<file path="src/rtl/picnic_uart_pkg.sv">
// Shared UART constants, bit-timing helper and transfer FSM encoding for the picnic UART paths.
// Pure definitions: no logic, no latency, no flow control.
package picnic_uart_pkg;

  localparam int FRAME_BITS  = 10;
  localparam int SIGMA_BYTES = 2704;

  typedef enum logic [2:0] {
    ST_IDLE,
    ST_FETCH,
    ST_WAIT,
    ST_SEND,
    ST_DONE,
    ST_HOLD
  } xfer_state_e;

  function automatic int clks_per_bit(input int freq, input int baud);
    return freq / baud;
  endfunction

endpackage

</file>
<file path="src/rtl/uart_tx_shift.sv">
// 8N1 serialiser: a load starts the start bit on the next cycle; each bit lasts CPB cycles.
// ld_rdy is high when idle or in the final stop-bit cycle, so frames can be chained with no gap.
module uart_tx_shift
  import picnic_uart_pkg::*;
#(
  parameter int CPB = 434
) (
  input  logic       clk,
  input  logic       rst,
  input  logic       ld_vld,
  input  logic [7:0] ld_dat,
  output logic       ld_rdy,
  output logic       frame_end,
  output logic       txd
);

  localparam int BW = (CPB > 1) ? $clog2(CPB) : 1;

  logic          busy_q, busy_d;
  logic          txd_q, txd_d;
  logic [8:0]    sh_q, sh_d;
  logic [3:0]    bit_q, bit_d;
  logic [BW-1:0] baud_q, baud_d;
  logic          bit_end, last;

  always_comb begin
    bit_end   = busy_q && (baud_q == BW'(CPB - 1));
    last      = bit_end && (bit_q == 4'(FRAME_BITS - 1));
    ld_rdy    = !busy_q || last;
    frame_end = last;
    busy_d    = busy_q;
    txd_d     = txd_q;
    sh_d      = sh_q;
    bit_d     = bit_q;
    baud_d    = baud_q;
    if (ld_vld && ld_rdy) begin
      busy_d = 1'b1;
      txd_d  = 1'b0;
      sh_d   = {1'b1, ld_dat};
      bit_d  = 4'd0;
      baud_d = '0;
    end else if (last) begin
      busy_d = 1'b0;
      txd_d  = 1'b1;
    end else if (bit_end) begin
      // Shift ones in behind the data so the stop bit falls out naturally.
      txd_d  = sh_q[0];
      sh_d   = {1'b1, sh_q[8:1]};
      bit_d  = bit_q + 4'd1;
      baud_d = '0;
    end else if (busy_q) begin
      baud_d = baud_q + BW'(1);
    end
  end

  always_ff @(posedge clk or posedge rst) begin
    if (rst) begin
      busy_q <= 1'b0;
      txd_q  <= 1'b1;
      sh_q   <= '1;
      bit_q  <= 4'd0;
      baud_q <= '0;
    end else begin
      busy_q <= busy_d;
      txd_q  <= txd_d;
      sh_q   <= sh_d;
      bit_q  <= bit_d;
      baud_q <= baud_d;
    end
  end

  assign txd = txd_q;

endmodule

</file>
<file path="src/rtl/ram_to_uart_tx.sv">
// Streams BYTE_CNT bytes from RAM addr 0.. out as back-to-back 8N1 frames; first start bit RD_LAT+2 cycles after start.
// No backpressure: the next byte is prefetched into a hold register during the current frame.
module ram_to_uart_tx
  import picnic_uart_pkg::*;
#(
  parameter int CLK_FREQ = 50_000_000,
  parameter int BAUD     = 115_200,
  parameter int ADDR_W   = 15,
  parameter int BYTE_CNT = SIGMA_BYTES,
  parameter int RD_LAT   = 1
) (
  input  logic              sys_clk,
  input  logic              sys_rst,
  input  logic              start,
  output logic              ram_rd_en,
  output logic [ADDR_W-1:0] ram_addr,
  input  logic [7:0]        ram_rdata,
  output logic              uart_txd,
  output logic              busy,
  output logic              done
);

  localparam int CPB = clks_per_bit(CLK_FREQ, BAUD);
  localparam int LW  = $clog2(BYTE_CNT + 1);

  xfer_state_e       state_q, state_d;
  logic              busy_q, busy_d;
  logic              done_q, done_d;
  logic              rd_en_q, rd_en_d;
  logic [ADDR_W-1:0] addr_q, addr_d;
  logic [LW-1:0]     left_q, left_d;
  logic              pf_req_q, pf_req_d;
  logic [7:0]        hold_q, hold_d;
  logic              hold_vld_q, hold_vld_d;
  logic [RD_LAT-1:0] rpipe_q, rpipe_d;
  logic              rvld;
  logic              ld_vld, ld_rdy, frame_end;
  logic [7:0]        ld_dat;

  assign rvld = rpipe_q[RD_LAT-1];

  always_comb begin
    state_d    = state_q;
    busy_d     = busy_q;
    done_d     = 1'b0;
    rd_en_d    = 1'b0;
    addr_d     = addr_q;
    left_d     = left_q;
    pf_req_d   = 1'b0;
    hold_d     = hold_q;
    hold_vld_d = hold_vld_q;
    // Tracks each issued read so its data is captured exactly RD_LAT cycles later.
    rpipe_d    = (rpipe_q << 1) | RD_LAT'(rd_en_q);
    ld_vld     = 1'b0;
    ld_dat     = hold_q;
    case (state_q)
      ST_IDLE: begin
        if (start) begin
          state_d    = ST_FETCH;
          busy_d     = 1'b1;
          rd_en_d    = 1'b1;
          addr_d     = '0;
          left_d     = LW'(BYTE_CNT);
          hold_vld_d = 1'b0;
        end
      end
      ST_FETCH: state_d = ST_WAIT;
      ST_WAIT: begin
        if (rvld) begin
          ld_vld   = 1'b1;
          ld_dat   = ram_rdata;
          left_d   = left_q - LW'(1);
          pf_req_d = (left_q > LW'(1));
          state_d  = ST_SEND;
        end
      end
      ST_SEND: begin
        if (pf_req_q) begin
          rd_en_d = 1'b1;
          addr_d  = addr_q + ADDR_W'(1);
        end
        if (rvld) begin
          hold_d     = ram_rdata;
          hold_vld_d = 1'b1;
        end
        if (hold_vld_q && ld_rdy) begin
          ld_vld     = 1'b1;
          hold_vld_d = 1'b0;
          left_d     = left_q - LW'(1);
          pf_req_d   = (left_q > LW'(1));
        end else if (frame_end && left_q == '0) begin
          state_d = ST_DONE;
          done_d  = 1'b1;
          busy_d  = 1'b0;
        end
      end
      ST_DONE: state_d = ST_HOLD;
      ST_HOLD: begin
        // A level start left high after completion must not retrigger.
        if (!start) state_d = ST_IDLE;
      end
      default: state_d = ST_IDLE;
    endcase
  end

  always_ff @(posedge sys_clk or posedge sys_rst) begin
    if (sys_rst) begin
      state_q    <= ST_IDLE;
      busy_q     <= 1'b0;
      done_q     <= 1'b0;
      rd_en_q    <= 1'b0;
      addr_q     <= '0;
      left_q     <= '0;
      pf_req_q   <= 1'b0;
      hold_q     <= 8'd0;
      hold_vld_q <= 1'b0;
      rpipe_q    <= '0;
    end else begin
      state_q    <= state_d;
      busy_q     <= busy_d;
      done_q     <= done_d;
      rd_en_q    <= rd_en_d;
      addr_q     <= addr_d;
      left_q     <= left_d;
      pf_req_q   <= pf_req_d;
      hold_q     <= hold_d;
      hold_vld_q <= hold_vld_d;
      rpipe_q    <= rpipe_d;
    end
  end

  uart_tx_shift #(.CPB(CPB)) u_shift (
    .clk       (sys_clk),
    .rst       (sys_rst),
    .ld_vld    (ld_vld),
    .ld_dat    (ld_dat),
    .ld_rdy    (ld_rdy),
    .frame_end (frame_end),
    .txd       (uart_txd)
  );

  assign ram_rd_en = rd_en_q;
  assign ram_addr  = addr_q;
  assign busy      = busy_q;
  assign done      = done_q;

endmodule

</file>
<file path="config.mk">
export PLATFORM = sky130hd
export DESIGN_NAME = ram_to_uart_tx
export DESIGN_NICKNAME = d
export VERILOG_FILES = /design/src/rtl/picnic_uart_pkg.sv /design/src/rtl/uart_tx_shift.sv /design/src/rtl/ram_to_uart_tx.sv
export SDC_FILE = /design/constraint.sdc
export NUM_CORES = 1
export LEC_CHECK = 0
export BUFFER_PORTS_ARGS = -buffer_cell sky130_fd_sc_hd__buf_4
export CAP_MARGIN = 20
export CORE_MARGIN = 4
export CORE_UTILIZATION = 40
export CTS_CLUSTER_DIAMETER = 60
export CTS_CLUSTER_SIZE = 10
export DETAILED_ROUTE_END_ITERATION = 10
export PLACE_DENSITY_LB_ADDON = 0.05
export SYNTH_ARGS = -nofsm -noshare
export SYNTH_HDL_FRONTEND = slang
export SYNTH_SLANG_ARGS = --single-unit
</file>
<file path="constraint.sdc">
create_clock -name sys_clk -period 6.5 [get_ports sys_clk]
set_clock_uncertainty 0.1 [all_clocks]
set_input_delay 1.3 -clock sys_clk [delete_from_list [all_inputs] [get_ports sys_clk]]
set_output_delay 1.3 -clock sys_clk [all_outputs]
set_load 0.1 [all_outputs]
</file>
# --- Word level (Yosys, flattened, before mapping) ---
# Index checks and enable logic that the tools add are counted.
word_totals:
  register_bits: 68
  inputBits: 11
  output_inout_bits: 19
op_classes:
  reduce_logical: 22
  mux: 50
  n_eq_ne: 16
  n_addsub: 4
  magnitude_cmp: 1
ops:
  columns: ["op", "n"]
  rows:
  - ["$mux W9", 7]
  - ["$mux W12", 3]
  - ["$pmux W12 S3", 1]
  - ["$mux W15", 2]
  - ["$pmux W15 S2", 1]
  - ["$mux W1", 20]
  - ["$pmux W3 S6", 1]
  - ["$mux W8", 2]
  - ["$add A15 B1 Y15 const B", 1]
  - ["$mux W3", 5]
  - ["$ne A2 B2 Y1 const B", 7]
  - ["$gt A12 B1 Y1 const B", 1]
  - ["$logic_not A12 Y1", 1]
  - ["$mux W4", 3]
  - ["$sub A12 B1 Y12 const B", 1]
  - ["$pmux W1 S2", 5]
  - ["$add A9 B1 Y9 const B", 1]
  - ["$eq A9 B9 Y1 const B", 1]
  - ["$reduce_bool A3 Y1", 3]
  - ["$reduce_and A4 Y1", 2]
  - ["$eq A3 B2 Y1 const B", 2]
  - ["$eq A3 B3 Y1 const B", 2]
  - ["$reduce_and A3 Y1", 2]
  - ["$reduce_bool A2 Y1", 3]
  - ["11 further kinds", 16]

# --- Longest topological paths before layout ---
# Gate-level depths: netlist of run 1.
depth:
  word_depth: 10
  ltp_mapped: 9
  ltp_nobuf: 7

# --- Hierarchy ---
# Synthesis of run 1 repeated with hierarchy kept, for this count alone.
hier_totals:
  hier_cells: 347
  hier_area_um2: 3539.6
modules_own_cells:
  columns: ["module", "area_per_inst_um2", "seq_area_each_um2", "n_inst", "cells_each"]
  rows:
  - ["ram_to_uart_tx", 2301.0, 1101.1, 1, 233]
  - ["uart_tx_shift", 1238.7, 586.8, 1, 114]

# --- Least setup slack after synthesis of run 1 ---
# OpenSTA, ideal clock, no wires.
synth_path:
  path_kind: "input -> register"
  startpoint: "input start"
  endpoint: "register addr_q[6], in the netlist ram_addr[6]"
  slack_ps: 3595
  stages: 5
  required_ps: 6326
  n_path_buf: 0
  arrival_time_ps: 2731
  cell_sequence: "or3b_2 a2111oi_2 nand4_1 xor2_1 nor2_1"
synth_via:
  elab_chain_cells: 2
synth_lines:
  columns: ["element", "line_no", "source"]
  rows:
  - ["start: declaration", "ram_to_uart_tx.sv:14", "input logic start,"]
  - ["$ne A2 B2 Y1 (no source line)", null, null]
  - ["$reduce_and A3 Y1 (no source line)", null, null]
  - ["end signal: assignment", "ram_to_uart_tx.sv:123", "addr_q <= addr_d;"]
  - ["end: declaration", "ram_to_uart_tx.sv:30", "logic [ADDR_W-1:0] addr_q, addr_d;"]
# No other way between the ends.
# A chain may end at the register's enable or synchronous reset.

# --- Final worst setup path of run 1 ---
layout_path:
  startpoint: "input start"
  endpoint: "register addr_q[10], in the netlist ram_addr[10]"
# Same word-level chain as after synthesis.

==> results of run 1 <==
==> sequential cells by signal (all words and copies together), names as in the netlist, 3 cells and up <==
register,flops
state_q,3
left_q,12
ram_addr,15
u_shift.baud_q,9
u_shift.sh_q,8
u_shift.bit_q,4
hold_q,8
==> worst register-to-register path: stages, from the launching register on <==
cell	delay, ns
dfrtp_1	0.40
inv_1	0.08
ha_1	0.13
or3b_1	0.40
o41a_1	0.55
a211o_1	0.50
or3_1	0.41
a21oi_1	0.14
==> synthesized netlist by cell type, types with 2 or more instances <==
| library cell | number |
|---|---|
| mux2i_1 | 12 |
| ha_1 | 7 |
| o2111ai_1 | 4 |
| dfrtp_1 | 58 |
| xor2_1 | 18 |
| inv_1 | 10 |
| dfstp_2 | 9 |
| nor2b_1 | 3 |
| o22ai_1 | 2 |
| or4_1 | 2 |
| a211oi_1 | 4 |
| xnor2_1 | 8 |
| a21oi_1 | 11 |
| or3_1 | 11 |
| or3b_2 | 2 |
| o21ai_0 | 12 |
| clkbuf_1 | 7 |
| nor2_1 | 43 |
| nor4_4 | 2 |
| nand4_1 | 5 |
| and3_1 | 4 |
| mux2_2 | 18 |
| buf_6 | 2 |
| or2_2 | 3 |
| nand3_1 | 9 |
| nand3b_1 | 3 |
| buf_2 | 3 |
| and2_1 | 3 |
| nor4b_1 | 2 |
| nand2_1 | 26 |
| nand2b_1 | 4 |
| a21o_1 | 3 |
==> cells by family (layout without fill, tap and decap cells) <==
kind of cell               count (synthesis)  count (layout)
AOI/OAI and AO/OA                         47              47
and+or+nand+nor                          128             128
DFF                                       67              67
xor gates and xnor gates                  26              26
adders and majority gates                  7               7
buffers and inverters                     22              60
muxes                                     30              30
==> layer usage <==
metal,vias up,global-route usage,part of all wire
li1,1211,-,-
met4,0,0.03731,0.0098
met5,-,0,0
met2,35,0.2314,0.47
met1,1171,0.1855,0.48
met3,5,0.05052,0.044
==> power groups by stage <==
stage               combinational, W  sequential (W)  clock, W
global route                0.000495        0.000670  0.000375
global placement            0.000439        0.000655         0
CTS                         0.000449        0.000650  0.000360
finish                      0.000442        0.000649  0.000347
floorplan                   0.000276        0.000725         0
detailed placement          0.000446        0.000658         0
==> through the flow <==
step,std cells,instance area (sq um),setup WS [ns],hold WS (ns)
final,470,3958,3.681,0.2993
after CTS,469,3950,3.670,0.3024
after detailed placement,453,3755,3.295,0.2698
after floorplan,327,3427,3.432,0.3637
after global placement,451,3740,3.298,0.2667
after global routing,470,3958,3.561,0.3148
==> final timing paths <==
path	startpoint	to	slack [ns]	cells after the start
max in group asynchronous	sys_rst	u_shift.baud_q[0]	4.62	3
hold / removal	ram_rd_en	rpipe_q	0.30	0
hold reg to reg	ram_rd_en	rpipe_q	0.30	0
setup / recovery	start	ram_addr[10]	3.68	6
setup reg to reg	u_shift.baud_q[1]	left_q[3]	3.73	7
min in group asynchronous	sys_rst	u_shift.bit_q[2]	1.10	3
==> cell type report <==
type,count,area share
Timing Repair Buffer,34,0.06450
Clock buffer,12,0.03667
Clock inverter,4,0.01265
Tap cell,105,0.03320
Multi-Input combinational cell,238,0.4170
Inverter,10,0.009485
Sequential cell,67,0.4265
==> impl_metrics.py, run 1 <==
metrics = {
    "yosys": {
        "syn_nets": 345,
        "synthDominantCellAreaShare": 0.4235,
        "yosysWarnings": 0,
        "synth_cells": 327,
        "syn_avg_cell_area_sq_um": 10.48,
        "ys_ff_latch": 67,
        "synth-compound-area-share": 0.09456,
        "ys.flop_type": "dfrtp_1",
        "ys_seq_area_frac": 0.4925,
        "synth_cell_type_count": 49,
        "synthAdderAreaFrac": 0.02556,
        "synth_edf_count": 0,
        "yosys.area_share.simple": 0.1972,
        "synth_top_family_by_area": "simple AND/OR/NAND/NOR gates",
        "synthArstFlopShare": 1.000,
        "synth.area.top_cells": "dfrtp_1, dfstp_2, mux2_2, nor2_1, xor2_1",
        "synth_xor_area_frac": 0.06645,
        "netlist_area_sq_um": 3427,
        "synthMuxAreaShare": 0.09419,
        "synth_top_cell_by_area": "dfrtp_1",
    },
    "cts": {
        "cts_sinks": 67,
        "cts_resized": 0,
        "cts_tree": "built",
        "clockBufferDepth": 2,
        "insertion_delay_ns": 0.34,
        "cts_root_buf": "clkbuf_8",
        "clk_pin_slew_ns": 0.08,
        "numCtsBuffers": 9,
        "htree_levels": 3,
        "cts_setup_buffers": 0,
        "holdBufCountCts": 0,
    },
    "finish": {
        "drive_above_1_share": 0.2411,
        "multi_input_area_sq_um": 1650,
        "n_antenna_cell": 0,
        "seqCellArea_sq_um": 1688,
        "fin_util": 0.4792,
        "final_cell_mix": "dfrtp_1, nor2_1, buf_4, nand2_1",
        "area_growth_pct": 15.48,
        "mostFrequentLayoutCell": "dfrtp_1",
        "nFillCells": 813,
        "finalNetCount": 378,
    },
    "sta": {
        "fin_setup_tns_ns": 0,
        "setup_viol_count_final": 0,
        "fin_crit_sh": 0.4337,
        "tightest_slew_ns": 0.8843,
        "fmax_mhz": 354.8,
        "rsz0062_at_grt": "no",
        "relSlewSlack": 0.4083,
        "hold_viol": 0,
        "drv_slew": 0,
        "layout_min_cycle_time_ns": 2.819,
    },
    "power_and_ir_drop": {
        "p_sw_frac": 0.3766,
        "p_seq_frac": 0.452,
        "finalPower_w": 0.001438,
        "power_frac_clock": 0.241,
        "power_density_nw_per_um2": 363.4,
        "comb_power_share": 0.307,
        "intPower_w": 0.0008966,
        "p_sw_w": 0.0005417,
        "vdd_drop_max_mv": 0.1591,
        "power.static_leakage_nw": 1.718,
    },
    "worst_setup_path": {
        "path_buf_inv": 1,
        "cpMaxStageDelayCell": "a2111oi_2",
        "path_cells": "buf_4 > or3b_2 > a2111oi_2 > nand4_1 > xor2_1 > nor2_1",
        "worst-path-max-fanout": 7,
        "critPathTopFamily": "simple AND/OR/NAND/NOR gates",
        "cp_slowest_stage_delay_ns": 0.65,
        "cp-start-kind": "input port",
        "setup.worst_path.class": "in2reg",
        "crit_path_end_kind": "register",
        "required_ns": 6.64,
        "cp.arrival_ns": 2.96,
    },
    "route": {
        "firstDrtPassIters": 4,
        "vias": 2422,
        "wl_um": 6656,
        "route.detailed.drc": 0,
        "ant_nets": 0,
        "drtIter0Drc": 67,
        "wl_per_cell_um": 14.16,
        "routed_via_density": 5.153,
    },
    "placement": {
        "gp_congestion": 0.7439,
        "io_buffers": 29,
        "dp_hpwl_um": 4554,
    },
    "die": {
        "die-area_sq_um": 10110,
        "fp-row-count": 33,
        "start_util": 0.4150,
        "die_w_um": 100.6,
        "num_io_pins": 30,
        "die_h_um": 100.6,
        "core-area_sq_um": 8258,
    },
    "global_route": {
        "antenna_found_initial": 0,
        "grt_start_max_net_pins": 68,
        "track_usage": 0.1440,
        "grt_overflow": 0,
        "grt_pass1_vias": 2431,
        "grt_pass1_wl_um": 11580,
    },
    "run": {
        "maxCapViolCount": 0,
    },
    "outcome": {
        "status": "finished clean",
    },
    "hold_path": {
        "holdCritPathClass": "reg2reg",
    },
}
Note: power is estimated with default switching activity, not from simulation.
==> inputs of run 2 (changes only) <==
- clock period: 6.5 -> 2.45 ns (I/O delays scaled with it)
==> impl_metrics.py, run 2 (synthesis results as in run 1) <==
metrics = {
    "worst_setup_path": {
        "worstRegToRegCells": 8,
        "setup.worst_path.class": "reg2reg",
        "reg2reg_setup_slack_ns": 0.03,
        "r2r_start": "u_shift.baud_q[1]",
        "cp.arrival_ns": 2.60,
        "r2r-end": "left_q[4]",
        "endpoint": "left_q[4]",
        "crit_start": "u_shift.baud_q[1]",
        "cp-start-kind": "register",
        "crit_path_end_kind": "register",
        "worst-path-max-fanout": 4,
        "required_ns": 2.63,
    },
    "die": {
        "core-area_sq_um": 8258,
        "start_util": 0.4150,
        "num_io_pins": 30,
        "fp-row-count": 33,
        "die_h_um": 100.6,
        "die-area_sq_um": 10110,
        "die_w_um": 100.6,
    },
    "sta": {
        "fmax_mhz": 413.9,
        "drv_slew": 0,
        "setup_viol_count_final": 0,
        "layout_min_cycle_time_ns": 2.416,
        "rsz0062_at_grt": "yes",
        "fin_crit_sh": 0.9861,
        "relSlewSlack": 0.6647,
        "tightest_slew_ns": 0.5030,
        "hold_viol": 0,
    },
    "finish": {
        "mostFrequentLayoutCell": "dfrtp_1",
        "area_growth_pct": 25.19,
        "fin_util": 0.5195,
        "drive_above_1_share": 0.3128,
        "finalNetCount": 403,
        "final_cell_mix": "dfrtp_1, buf_4, nor2_1, nand2_1",
        "final_area_sq_um": 4290,
        "n_antenna_cell": 0,
        "final_cells": 495,
        "largest_reg_flops": 15,
    },
    "route": {
        "firstDrtPassIters": 4,
        "vias": 2541,
        "wl_um": 7198,
        "drtIter0Drc": 61,
        "ant_nets": 0,
        "wl_per_cell_um": 14.54,
        "routed_via_density": 5.133,
        "route.detailed.drc": 0,
    },
    "hold_path": {
        "holdCritPathClass": "in2reg",
    },
    "power_and_ir_drop": {
        "power_density_nw_per_um2": 997.3,
        "finalPower_w": 0.004279,
        "vdd_drop_max_mv": 0.3800,
        "power.static_leakage_nw": 1.870,
    },
    "cts": {
        "cts_root_buf": "clkbuf_8",
        "htree_levels": 3,
        "numCtsBuffers": 9,
        "cts_sinks": 67,
        "clk_pin_slew_ns": 0.08,
        "cts_tree": "built",
        "insertion_delay_ns": 0.36,
        "clockBufferDepth": 2,
    },
    "placement": {
        "gp_congestion": 0.7836,
        "place_inst": 476,
        "dp_hpwl_um": 4847,
        "place_area_sq_um": 3953,
        "io_buffers": 29,
    },
    "run": {
        "maxCapViolCount": 0,
    },
    "outcome": {
        "status": "finished clean",
    },
    "global_route": {
        "track_usage": 0.1505,
        "grt_start_max_net_pins": 32,
        "grt_pass1_wl_um": 12000,
        "grt_overflow": 0,
        "grt_pass1_vias": 2436,
        "antenna_found_initial": 0,
    },
}
run 2: cell types whose count changed in the layout (fill, tap and decap cells not counted), sizes merged:
| cell | before | now |
|---|---|---|
| buf | 34 | 57 |
| clkinv | 1 | 2 |
| bufinv | 1 | 3 |
| a211o | 1 | 2 |
| clkbuf | 12 | 10 |
| dlygate4sd3 | 0 | 1 |
| clkinvlp | 2 | 1 |
run 2: how the worst min path moves through the flow:
stage	from	endpoint	slack, ns	cells past startpoint
floorplan	left_q[1]	left_q[1]	0.36	2
global placement	ram_rd_en	rpipe_q	0.32	0
detailed placement	ram_rd_en	rpipe_q	0.31	0
CTS	ram_rdata[3]	hold_q[3]	0.26	2
global route	ram_rdata[2]	hold_q[2]	0.27	2
finish	ram_rdata[3]	hold_q[3]	0.27	2
run 2: critical path, stage by stage (launching register included):
cell and delay, ns:
dfrtp_1 0.38, inv_1 0.07, ha_1 0.14, or3b_4 0.37, o41a_1 0.39, buf_4 0.17
a211o_4 0.34, or3_1 0.32, nand3_1 0.08
run 2: power by group:
| part | switching (W) | internal (W) | total, W |
|---|---|---|---|
| clock network | 0.000457 | 0.000680 | 0.00114 |
| registers | 0.000216 | 0.00144 | 0.00165 |
| logic | 0.000885 | 0.000604 | 0.00149 |
run 2: layout make-up:
| type | count | area [sq um] |
|---|---|---|
| Sequential cell | 67 | 1688 |
| Multi-Input combinational cell | 239 | 1728 |
| Inverter | 10 | 37.54 |
| Clock buffer | 10 | 127.6 |
| Timing Repair Buffer | 58 | 462.9 |
| Tap cell | 105 | 131.4 |
| Fill cell | 780 | 3968 |
| Clock inverter | 6 | 115.1 |
run 2: per-layer routing:
metal | part of all wire | global-route usage
met5 | 0 | 0
met4 | 0.021 | 0.06839
met1 | 0.47 | 0.2008
met3 | 0.038 | 0.03045
met2 | 0.47 | 0.2360
run 2: stage by stage:
stage | hold slack [ns] | worst slack [ns] | TNS (ns)
after floorplan | 0.3637 | 0.02655 | 0
after global placement | 0.3247 | 0.003368 | 0
after detailed placement | 0.3114 | -0.03077 | -0.07964
after CTS | 0.2601 | -0.006398 | -0.006398
after global routing | 0.2695 | -0.01525 | -0.04626
final | 0.2740 | 0.03414 | 0
run 2: repair_timing:
action,in CTS,in global routing
endpoints found under the hold margin,2,0
setup endpoints to repair,4,13
cloned,0,1
buffers inserted,0,1
pin swaps,0,6
resized for setup,3,11
hold buffers,1,0
==> inputs of run 3 (changes only) <==
- PLACE_DENSITY: default -> 0.59
- PLACE_DENSITY_LB_ADDON: 0.05 -> default
==> impl_metrics.py, run 3 (synthesis results as in run 1) <==
metrics = {
    "outcome": {
        "status": "finished clean",
    },
    "worst_setup_path": {
        "cpMaxStageDelayCell": "o41a_1",
        "required_ns": 2.63,
        "reg2reg_setup_slack_ns": 0.04,
        "worst-path-max-fanout": 5,
        "cp-start-kind": "register",
        "cp_slowest_stage_delay_ns": 0.45,
        "crit_path_end_kind": "register",
        "path_cells": "inv_2 > ha_4 > or3b_4 > o41a_1 > a211o_4 > or3_4 > a21oi_2",
        "setup.worst_path.class": "reg2reg",
        "cp.arrival_ns": 2.59,
    },
    "power_and_ir_drop": {
        "p_sw_frac": 0.3669,
        "power.static_leakage_nw": 1.855,
        "vdd_drop_max_mv": 0.4406,
        "intPower_w": 0.002664,
        "p_seq_frac": 0.397,
        "power_density_nw_per_um2": 985.7,
        "p_sw_w": 0.001544,
        "power_frac_clock": 0.253,
        "comb_power_share": 0.350,
    },
    "finish": {
        "mostFrequentLayoutCell": "dfrtp_1",
        "drive_above_1_share": 0.3109,
        "fin_util": 0.5170,
        "seqCellArea_sq_um": 1688,
        "largest_reg_flops": 15,
        "multi_input_area_sq_um": 1738,
        "finalNetCount": 399,
        "n_antenna_cell": 0,
        "area_growth_pct": 24.57,
        "final_cell_mix": "dfrtp_1, buf_4, nor2_1, nand2_1",
        "nFillCells": 762,
    },
    "hold_path": {
        "holdCritPathClass": "in2async",
    },
    "sta": {
        "relSlewSlack": 0.6087,
        "setup_viol_count_final": 0,
        "rsz0062_at_grt": "yes",
        "layout_min_cycle_time_ns": 2.415,
        "fin_setup_tns_ns": 0,
        "fin_crit_sh": 0.9856,
        "hold_viol": 0,
        "tightest_slew_ns": 0.5862,
        "drv_slew": 0,
        "fmax_mhz": 414.1,
    },
    "route": {
        "firstDrtPassIters": 4,
        "drtIter0Drc": 62,
        "routed_via_density": 5.275,
        "wl_um": 6991,
        "route.detailed.drc": 0,
        "ant_nets": 0,
        "wl_per_cell_um": 14.24,
        "vias": 2590,
    },
    "global_route": {
        "grt_pass1_vias": 2569,
        "top_usage_layer": "met2",
        "grt_pass1_wl_um": 12140,
        "grt_overflow": 0,
        "track_usage": 0.1492,
        "grt_use_met2": 0.2452,
        "antenna_found_initial": 0,
        "grt_use_met1": 0.1950,
        "grt_start_max_net_pins": 31,
        "use_met3": 0.02907,
    },
    "placement": {
        "io_buffers": 29,
        "dp_hpwl_um": 4903,
        "gp_congestion": 0.7616,
    },
    "die": {
        "die-area_sq_um": 10110,
        "core-area_sq_um": 8258,
        "die_w_um": 100.6,
        "num_io_pins": 30,
        "fp-row-count": 33,
        "die_h_um": 100.6,
        "start_util": 0.4150,
    },
    "cts": {
        "insertion_delay_ns": 0.34,
        "cts_root_buf": "clkbuf_8",
        "holdBufCountCts": 0,
        "numCtsBuffers": 9,
        "clockBufferDepth": 2,
        "clk_pin_slew_ns": 0.08,
        "cts_tree": "built",
        "cts_sinks": 67,
        "htree_levels": 3,
    },
    "run": {
        "maxCapViolCount": 0,
    },
}
-- run 3: power groups by stage --
stage	clock, W	sequential (W)	combinational, W
finish	0.00106	0.00167	0.00147
global route	0.00115	0.00172	0.00162
CTS	0.00109	0.00167	0.00141
detailed placement	0	0.00168	0.00138
global placement	0	0.00168	0.00135
floorplan	0	0.00192	0.000733
-- run 3: layout make-up --
type / count / share of cell area
Sequential cell: 67 / 0.3954
Tap cell: 105 / 0.03077
Inverter: 10 / 0.008793
Clock buffer: 11 / 0.03546
Timing Repair Buffer: 54 / 0.1026
Multi-Input combinational cell: 239 / 0.4071
Clock inverter: 5 / 0.01993
-- run 3: final timing paths --
check | to | from | depth (start not counted)
worst max register to register | left_q[3] | u_shift.baud_q[1] | 7
worst min register to register | rpipe_q | ram_rd_en | 0
min in group sys_clk | hold_q[4] | ram_rdata[4] | 2
worst max-delay path | left_q[3] | u_shift.baud_q[1] | 7
max in group asynchronous | u_shift.txd | sys_rst | 3
worst min-delay path | ram_addr[1] | sys_rst | 2
-- run 3: metrics by stage --
stage	setup slack [ns]	total power [W]	cell area [sq um]	instances	hold slack (ns)
3_3_place_gp	-0.01493	0.003025	3930	473	0.3178
3_5_place_dp	-0.07223	0.003061	3930	473	0.3066
2_1_floorplan	0.02655	0.002655	3427	327	0.3637
4_1_cts	0.003814	0.004170	4198	490	0.1231
5_1_grt	-0.03533	0.004490	4269	491	0.1598
6_report	0.03524	0.004208	4269	491	0.1071
-- run 3: per-layer routing --
metal	vias to the layer above	share of wire	wire length [um]
met1	1272	0.46	3246
li1	1266	-	-
met2	45	0.49	3427
met4	0	0.0076	53
met3	7	0.038	264
met5	-	0	0
-- run 3: critical path: cells and delay by family (launching register included) --
family                   cells  cell delay, ns
AO/OA/AOI/OAI                3            0.95
AND/OR/NAND/NOR              2            0.70
flip-flops                   1            0.40
adder cells (fa/ha/maj)      1            0.11
buffers and inverters        1            0.08
-- run 3: timing repair --
| item | CTS | global route |
|---|---|---|
| setup endpoints to repair | 8 | 16 |
| gates resized for setup | 5 | 12 |
| pin swaps | 2 | 8 |
| endpoints found under the hold margin | 0 | 0 |
| setup buffers | 0 | 1 |
| gates cloned | 1 | 0 |
